<file path="src/rtl/note_envelope_pwm.sv">
// note_envelope_pwm: ADSR-style envelope gating a square-wave tone through a 4-bit PWM.
module note_envelope_pwm #(
  parameter int SILENCE_TICKS = 512,
  parameter int STEP_DIV = 64,
  parameter int ATTACK_INC = 4,
  parameter int SUSTAIN_LEVEL = 8
) (
  input  logic       clk,
  input  logic       reset_n,
  input  logic       tone_in,
  input  logic       ena,
  output logic       audio_out,
  output logic       audio_out_n,
  output logic [3:0] env_level,
  output logic       note_active
);
  typedef enum logic [2:0] {IDLE, ATTACK, DECAY, SUSTAIN, RELEASE} state_t;
  state_t state, state_nxt;
  logic       tone_in_d;
  logic [9:0] sil_cnt;
  logic [7:0] presc;
  logic [3:0] pwm_cnt, level_nxt, level_dn;
  logic [4:0] level_up;
  logic       onset, silent, strobe, release_go;
  assign onset = tone_in & ~tone_in_d;
  assign silent = sil_cnt == 10'(SILENCE_TICKS);
  assign strobe = presc == 8'(STEP_DIV - 1);
  assign level_up = {1'b0, env_level} + 5'(ATTACK_INC);
  assign level_dn = env_level == 4'd0 ? 4'd0 : env_level - 4'd1;
  // the tone is a square wave, so onsets recur while a note plays; they only
  // matter in IDLE/RELEASE, but still veto a coincident silence release
  assign release_go = silent & ~onset;
  assign note_active = state != IDLE;
  assign audio_out_n = ~audio_out;
  always_comb begin
    state_nxt = state;
    level_nxt = env_level;
    case (state)
      IDLE: begin
        level_nxt = 4'd0;
        if (onset) state_nxt = ATTACK;
      end
      ATTACK:
        if (release_go) state_nxt = RELEASE;
        else if (strobe) begin
          level_nxt = level_up >= 5'd15 ? 4'd15 : level_up[3:0];
          if (level_up >= 5'd15) state_nxt = DECAY;
        end
      DECAY:
        if (release_go) state_nxt = RELEASE;
        else if (strobe) begin
          level_nxt = level_dn;
          if (level_dn == 4'(SUSTAIN_LEVEL)) state_nxt = SUSTAIN;
        end
      SUSTAIN:
        if (release_go) state_nxt = RELEASE;
      RELEASE:
        if (onset) state_nxt = ATTACK;
        else if (strobe) begin
          level_nxt = level_dn;
          if (level_dn == 4'd0) state_nxt = IDLE;
        end
      default: begin
        state_nxt = IDLE;
        level_nxt = 4'd0;
      end
    endcase
    if (!ena) begin
      state_nxt = IDLE;
      level_nxt = 4'd0;
    end
  end
  always_ff @(posedge clk or negedge reset_n)
    if (!reset_n) begin
      state     <= IDLE;
      env_level <= 4'd0;
      presc     <= 8'd0;
      pwm_cnt   <= 4'd0;
      sil_cnt   <= 10'd0;
      tone_in_d <= 1'b0;
      audio_out <= 1'b0;
    end else begin
      state     <= state_nxt;
      env_level <= level_nxt;
      tone_in_d <= tone_in;
      pwm_cnt   <= pwm_cnt + 4'd1;
      sil_cnt   <= tone_in ? 10'd0 : silent ? sil_cnt : sil_cnt + 10'd1;
      presc     <= ((state_nxt == ATTACK) && (state != ATTACK)) || strobe ? 8'd0 : presc + 8'd1;
      audio_out <= ena ? tone_in & (pwm_cnt < env_level) : tone_in;
    end
endmodule

</file>
<file path="config.mk">
export PLATFORM = sky130hd
export DESIGN_NAME = note_envelope_pwm
export DESIGN_NICKNAME = d
export VERILOG_FILES = /design/src/rtl/note_envelope_pwm.sv
export SDC_FILE = /design/constraint.sdc
export NUM_CORES = 1
export LEC_CHECK = 0
export BUFFER_PORTS_ARGS = -buffer_cell sky130_fd_sc_hd__buf_2
export CORE_ASPECT_RATIO = 0.75
export CORE_MARGIN = 3
export CORE_UTILIZATION = 45
export DETAILED_ROUTE_END_ITERATION = 10
export PLACE_DENSITY_LB_ADDON = 0.1
export REMOVE_ABC_BUFFERS = 1
export SLEW_MARGIN = 20
export SYNTH_ARGS = -nofsm -noshare
export SYNTH_HDL_FRONTEND = slang
export SYNTH_SLANG_ARGS = --single-unit
</file>
<file path="constraint.sdc">
create_clock -name clk -period 3.86 [get_ports clk]
set_input_delay 0.772 -clock clk [delete_from_list [all_inputs] [get_ports clk]]
set_output_delay 0.772 -clock clk [all_outputs]
set_load 0.02 [all_outputs]
</file>
* Yosys cells after proc, flatten, opt, wreduce, memory -nomap -nowiden
Cells that the tools add are included.
** Operators by class
- Add/sub/neg operators :: 5
- $lt $le $gt $ge :: 2
- Equal/unequal tests :: 15
- Mux-type cells :: 26
- Bitwise gates (word level) :: 6
- Reduce and logical (&&, ||, !) cells :: 7
** Operators with widths (count)
- $mux 3 :: 12
- $mux 4 :: 8
- $mux 10 :: 2
- $pmux 4 s4 :: 1
- $pmux 3 s5 :: 1
- $ne 3x3->1 const B :: 4
- $add 10x1->10 const B :: 1
- $eq 10x10->1 const B :: 1
- $add 8x1->8 const B :: 1
- $eq 8x6->1 const B :: 1
- $logic_not 4->1 :: 2
- $mux 8 :: 1
- $eq 3x1->1 const B :: 2
- $eq 3x2->1 const B :: 2
- $add 4x3->5 const B :: 1
- $ge 5x4->1 const B :: 1
- $reduce_and 5->1 :: 1
- $add 4x1->4 const B :: 1
- $eq 4x4->1 const B :: 1
- $lt 4x4->1 :: 1
- $ne 2x2->1 const B :: 2
- $sub 4x1->4 const B :: 1
- $and 1x1->1 :: 3
- $eq 3x3->1 const B :: 1
- 7 further kinds :: 9
** Word-level totals
- Register bits after elaboration :: 31
- Logic and storage cells :: 68

* Depth between registers and ports, before layout
- Depth in word-level cells :: 12
- Gate-level depth with buffers :: 7
- Depth with buffers taken out :: 7

* Least setup slack after synthesis
OpenSTA, ideal clock, no wires.
- Path type :: register to register
- From :: register env_level[2]
- To :: register env_level[2]
- Library setup time :: 0.128 ns
- Arrival time :: 1.853 ns
- Data required time :: 3.732 ns
- Setup slack :: 1.880 ns
- Cell stages (with the launch flop) :: 8
- Path buffers :: 0
- Path through :: dfrtp_1 inv_1 ha_1 nor2b_1 o211a_1 nor2_1 o221ai_1 mux2_1
** Between the ends
- Longest elaborated chain between the ends :: 7
- Elaborated cells on any way between the ends :: 13
- Those cells by class :: add/sub (2); order compare (1); mux (9); reduce/logical (1)
** RTL lines
- from (decl) :: line 14 : output logic [3:0] env_level,
- from (signal assigned) :: line 84 : env_level <= level_nxt;
- $add 4x3->5 :: line 28 : assign level_up = {1'b0, env_level} + 5'(ATTACK_INC);
- $ge 5x4->1 :: line 46 : level_nxt = level_up >= 5'd15 ? 4'd15 : level_up[3:0];
- $mux 4 :: line 46
- $mux 4 :: line 45 : else if (strobe) begin
- $mux 4 :: line 44 : if (release_go) state_nxt = RELEASE;
- $pmux 4 s4 * :: line 38 : case (state)
- $mux 4 * :: line 68 : if (!ena) begin
Every way passes the cells marked *; elsewhere a longest branch is shown, timed or not. The select of a mux whose other input is x is not followed.
A chain may end at the register's enable or synchronous reset.

* Final worst setup path
- From :: register state[1]
- To :: output note_active
** Between the ends
- Longest elaborated chain between the ends :: 1
** RTL lines
- from (decl) :: line 18 : state_t state, state_nxt;
- from (signal assigned) :: line 83 : state <= state_nxt;
- $reduce_bool 3->1 :: line 33 : assign note_active = state != IDLE;
- to (decl) :: line 15 : output logic note_active
No other way between the ends.

==> summary.md <==
| Metric | Value |
|---|---|
| Result of the run | finished, final reports clean |
| Setup_tns | 0 ns |
| Antenna violation net count after detailed routing | 0 |
| Top cells by area, synth | dfrtp_1, ha_1, xor2_1 |
| Synthesized instance count | 184 |
| Row count | 19 |
| Number of failing hold endpoints at the final stage | 0 |
| Clock transition at the registers of the reported paths | 0.07 ns |
| Clk_lat worst skew | around 0.28 ns |
| Top cells by count, synth | dfrtp_1, nor2_1, xor2_1, inv_1 |
| Fin Clk Skew | 0.00512 ns |
| Final-report max-slew violation count | 0 |
| Vertical die dimension | 61.0 um |
| Portion of total power attributed to the clock network | 35.6% |
| Net switching component of the power | 0.222 mW |
| Sink count of the clock tree | 31 |
| Number of top-level pins | 11 |
| Worst vdd rail ir drop | 211 uV |
| Synth unique cells | 45 |
| Min-Delay Path Class | reg -> reg |
| Final cycle utilization of the critical path | 55.5% |
| Count of H-tree levels built during CTS | 2 |
| Die span in x | 79.3 um |
| Switching part of the total power | between 20% and 30% |
| Sequential fraction of design power | 49.7% |
| Number of buffers inserted for hold repair after clock tree synthesis | 0 |
| Total power of the final layout | 0.792 mW |
| Met2 demand-to-capacity share in global routing | 25.1% |
| Count of nets after finishing | 209 |
| Initial Utilization | 48.3% |
| Maximum fanout along the worst path | 9 |
| Critical path data arrival time | roughly 1.4 ns |
| Area of the mapped netlist | 1810 um2 |
| Leading area contributor after synthesis | dfrtp_1 |
| Highest clock rate | 466 MHz |
| Total power per unit cell area | 395 nW/um2 |
| Filler instances | ~350 |
| Setup Crit Path Kind | reg -> out |
| Number of global-route vias before repair | around 1300 |
| Resize count post-CTS | 0 |
| Wire length of the first global-routing pass | 6.34 mm |
| Met1 Track Usage GR | between 20% and 30% |
| MaxCap Viol Count | 0 |
| Average wire length per cell after detail routing | 14.2 um |
| Clock root buffer | clkbuf_8 |
| Longest Clk Path Bufs | 2 |
| Async set or reset register ratio after synthesis | 100% |
| Critical path capture point type | output pin |
| Total die area | 4840 um2 |
| Placer Congestion | 0.852 |
| Detailed Route Iter0 Violations | 89 |
| Most frequently used cell type in the post-synthesis netlist | dfrtp_1 |
| FF+latch count, synth | 31 |
| Sequential area share after synthesis | 42.8% |
| Setup-failing EPs final | 0 |
| Length in cells of the worst reg-to-reg path | 7 |
| Number of antenna violations at the first check in global routing | 0 |
| I/O Buffers | 10 |
| Share of final-layout standard cells stronger than drive strength 1 | 14.8% |
| GR Overflow Total | 0 |
| N_diodes | 0 |
| Post-synthesis area per instance | 9.86 um2 |
| Number of iterations in the first detailed-routing pass | 4 |
| Number of buffers created by CTS | 5 |
| Post-CTS repair timing setup buffer count | 0 |
| Nature of the critical path startpoint | flop |
| Ys Warns | 0 |
| Leakage power | about 0.94 nW |
| Worst endpoint required time | 3.09 ns |
| Clock tree from TritonCTS | built |
| Post-Route WL | between 3 and 4 mm |
| Via-to-Cell Ratio | between 5 and 6 |
| Cell-internal power | 0.570 mW |
| Share of total power in combinational logic | 14.7% |
| Total number of vias | about 1400 |
| Post-synthesis to final-layout area growth | 10.4% |
| Relative slew margins | 53.0% |
| Placed wire-length estimate | 2.49 mm |
| Number of remaining DRC errors | 0 |
| Worst-margin pin slew | 0.705 ns |
| Busiest metal layer after global routing | met2 |
| Met3 Resource Use GR | 4.90% |
| RSZ-0062 raised after global routing | false |
| Proportion of netlist area held by the largest area contributor | 42.8% |
| Final critical delay including setup and external delays | 2.14 ns |
| Overall fraction of global-route tracks in use | 17.4% |
| Largest net degree at the start of global routing | 32 |
| Number of synthesized flops with an enable pin | 0 |
| Cell depth of the worst hold path | 1 |
| Placeable core area | 3760 um2 |
| Most instantiated flip-flop cell in the synthesis netlist | dfrtp_1 |
worst paths after layout:
| kind | from | end | slack (ns) |
|---|---|---|---|
| min | presc[0] | presc[0] | 0.47 |
| max | state[1] | note_active | 1.72 |
| max reg2reg | env_level[2] | state[0] | 1.77 |
| max in group asynchronous | reset_n | presc[4] | 2.87 |
| min reg2reg | presc[0] | presc[0] | 0.47 |
| min in group asynchronous | reset_n | env_level[3] | 0.53 |
final cells by class:
type	count	area, um2	area share, %
flip-flops and latches	31	776	38.7
multi-input cells	136	971	48.5
inverters	11	41.3	2.06
clock buffers	8	100	5.00
repair buffers	10	50.0	2.50
well taps	52	65.1	3.25
kinds of logic (layout without fill, tap and decap cells):
| logic type | after synthesis | count (layout) | share of synthesized area (%) |
|---|---|---|---|
| and+or+nand+nor | 73 | 73 | 24.0 |
| AOI/OAI and AO/OA | 33 | 33 | 12.7 |
| DFF | 31 | 31 | 42.8 |
| xor gates and xnor gates | 18 | 18 | 8.69 |
| buffers and inverters | 17 | 29 | 3.72 |
| adders and majority gates | 10 | 10 | 6.90 |
| muxes | 2 | 2 | 1.24 |
worst max-delay path: stages (launching register included):
cell and delay, ns:
dfrtp_1 0.48, or3_1 0.43, buf_2 0.18
sequential cells by signal (all words and copies together), names as in the netlist:
| register | cells |
|---|---|
| audio_out | 1 |
| env_level | 4 |
| presc | 8 |
| pwm_cnt | 4 |
| sil_cnt | 10 |
| state | 3 |
| tone_in_d | 1 |
stage by stage:
step           std cells  setup slack, ns  hold WS [ns]  util (%)  cell area, um2
3_3_place_gp         240             1.55         0.464      50.7            1900
4_1_cts              248             1.71         0.478      53.3            2000
3_5_place_dp         240             1.51         0.470      50.7            1900
2_1_floorplan        178             1.88         0.434         -            1790
5_1_grt              248             1.59         0.508      53.3            2000
6_report             248             1.72         0.475      53.3            2000
power groups by stage:
stage                     logic [mW]  clock network [mW]  registers (mW)
after floorplan               0.0834                   0           0.396
after global placement         0.115                   0           0.397
after detailed placement       0.118                   0           0.399
after CTS                      0.119               0.291           0.393
after global routing           0.135               0.309           0.400
final                          0.116               0.282           0.393
placed cells by master (no fill, tap or decap), types with 4 or more instances in the layout:
master / count
clkbuf_8: 7
xor2_1: 13
o21ai_0: 5
dfrtp_1: 31
xnor2_1: 5
nand3_1: 10
a21oi_1: 7
inv_1: 11
a21o_1: 4
ha_1: 10
nor3_1: 6
buf_2: 10
nand2_1: 6
nor2_1: 22
routing by layer:
layer,wire [um],vias up
li1,-,669
met1,1770,642
met2,1530,31
met3,172,8
met4,55,0
met5,0,-
No activity file was read; power rests on OpenSTA's default activity.
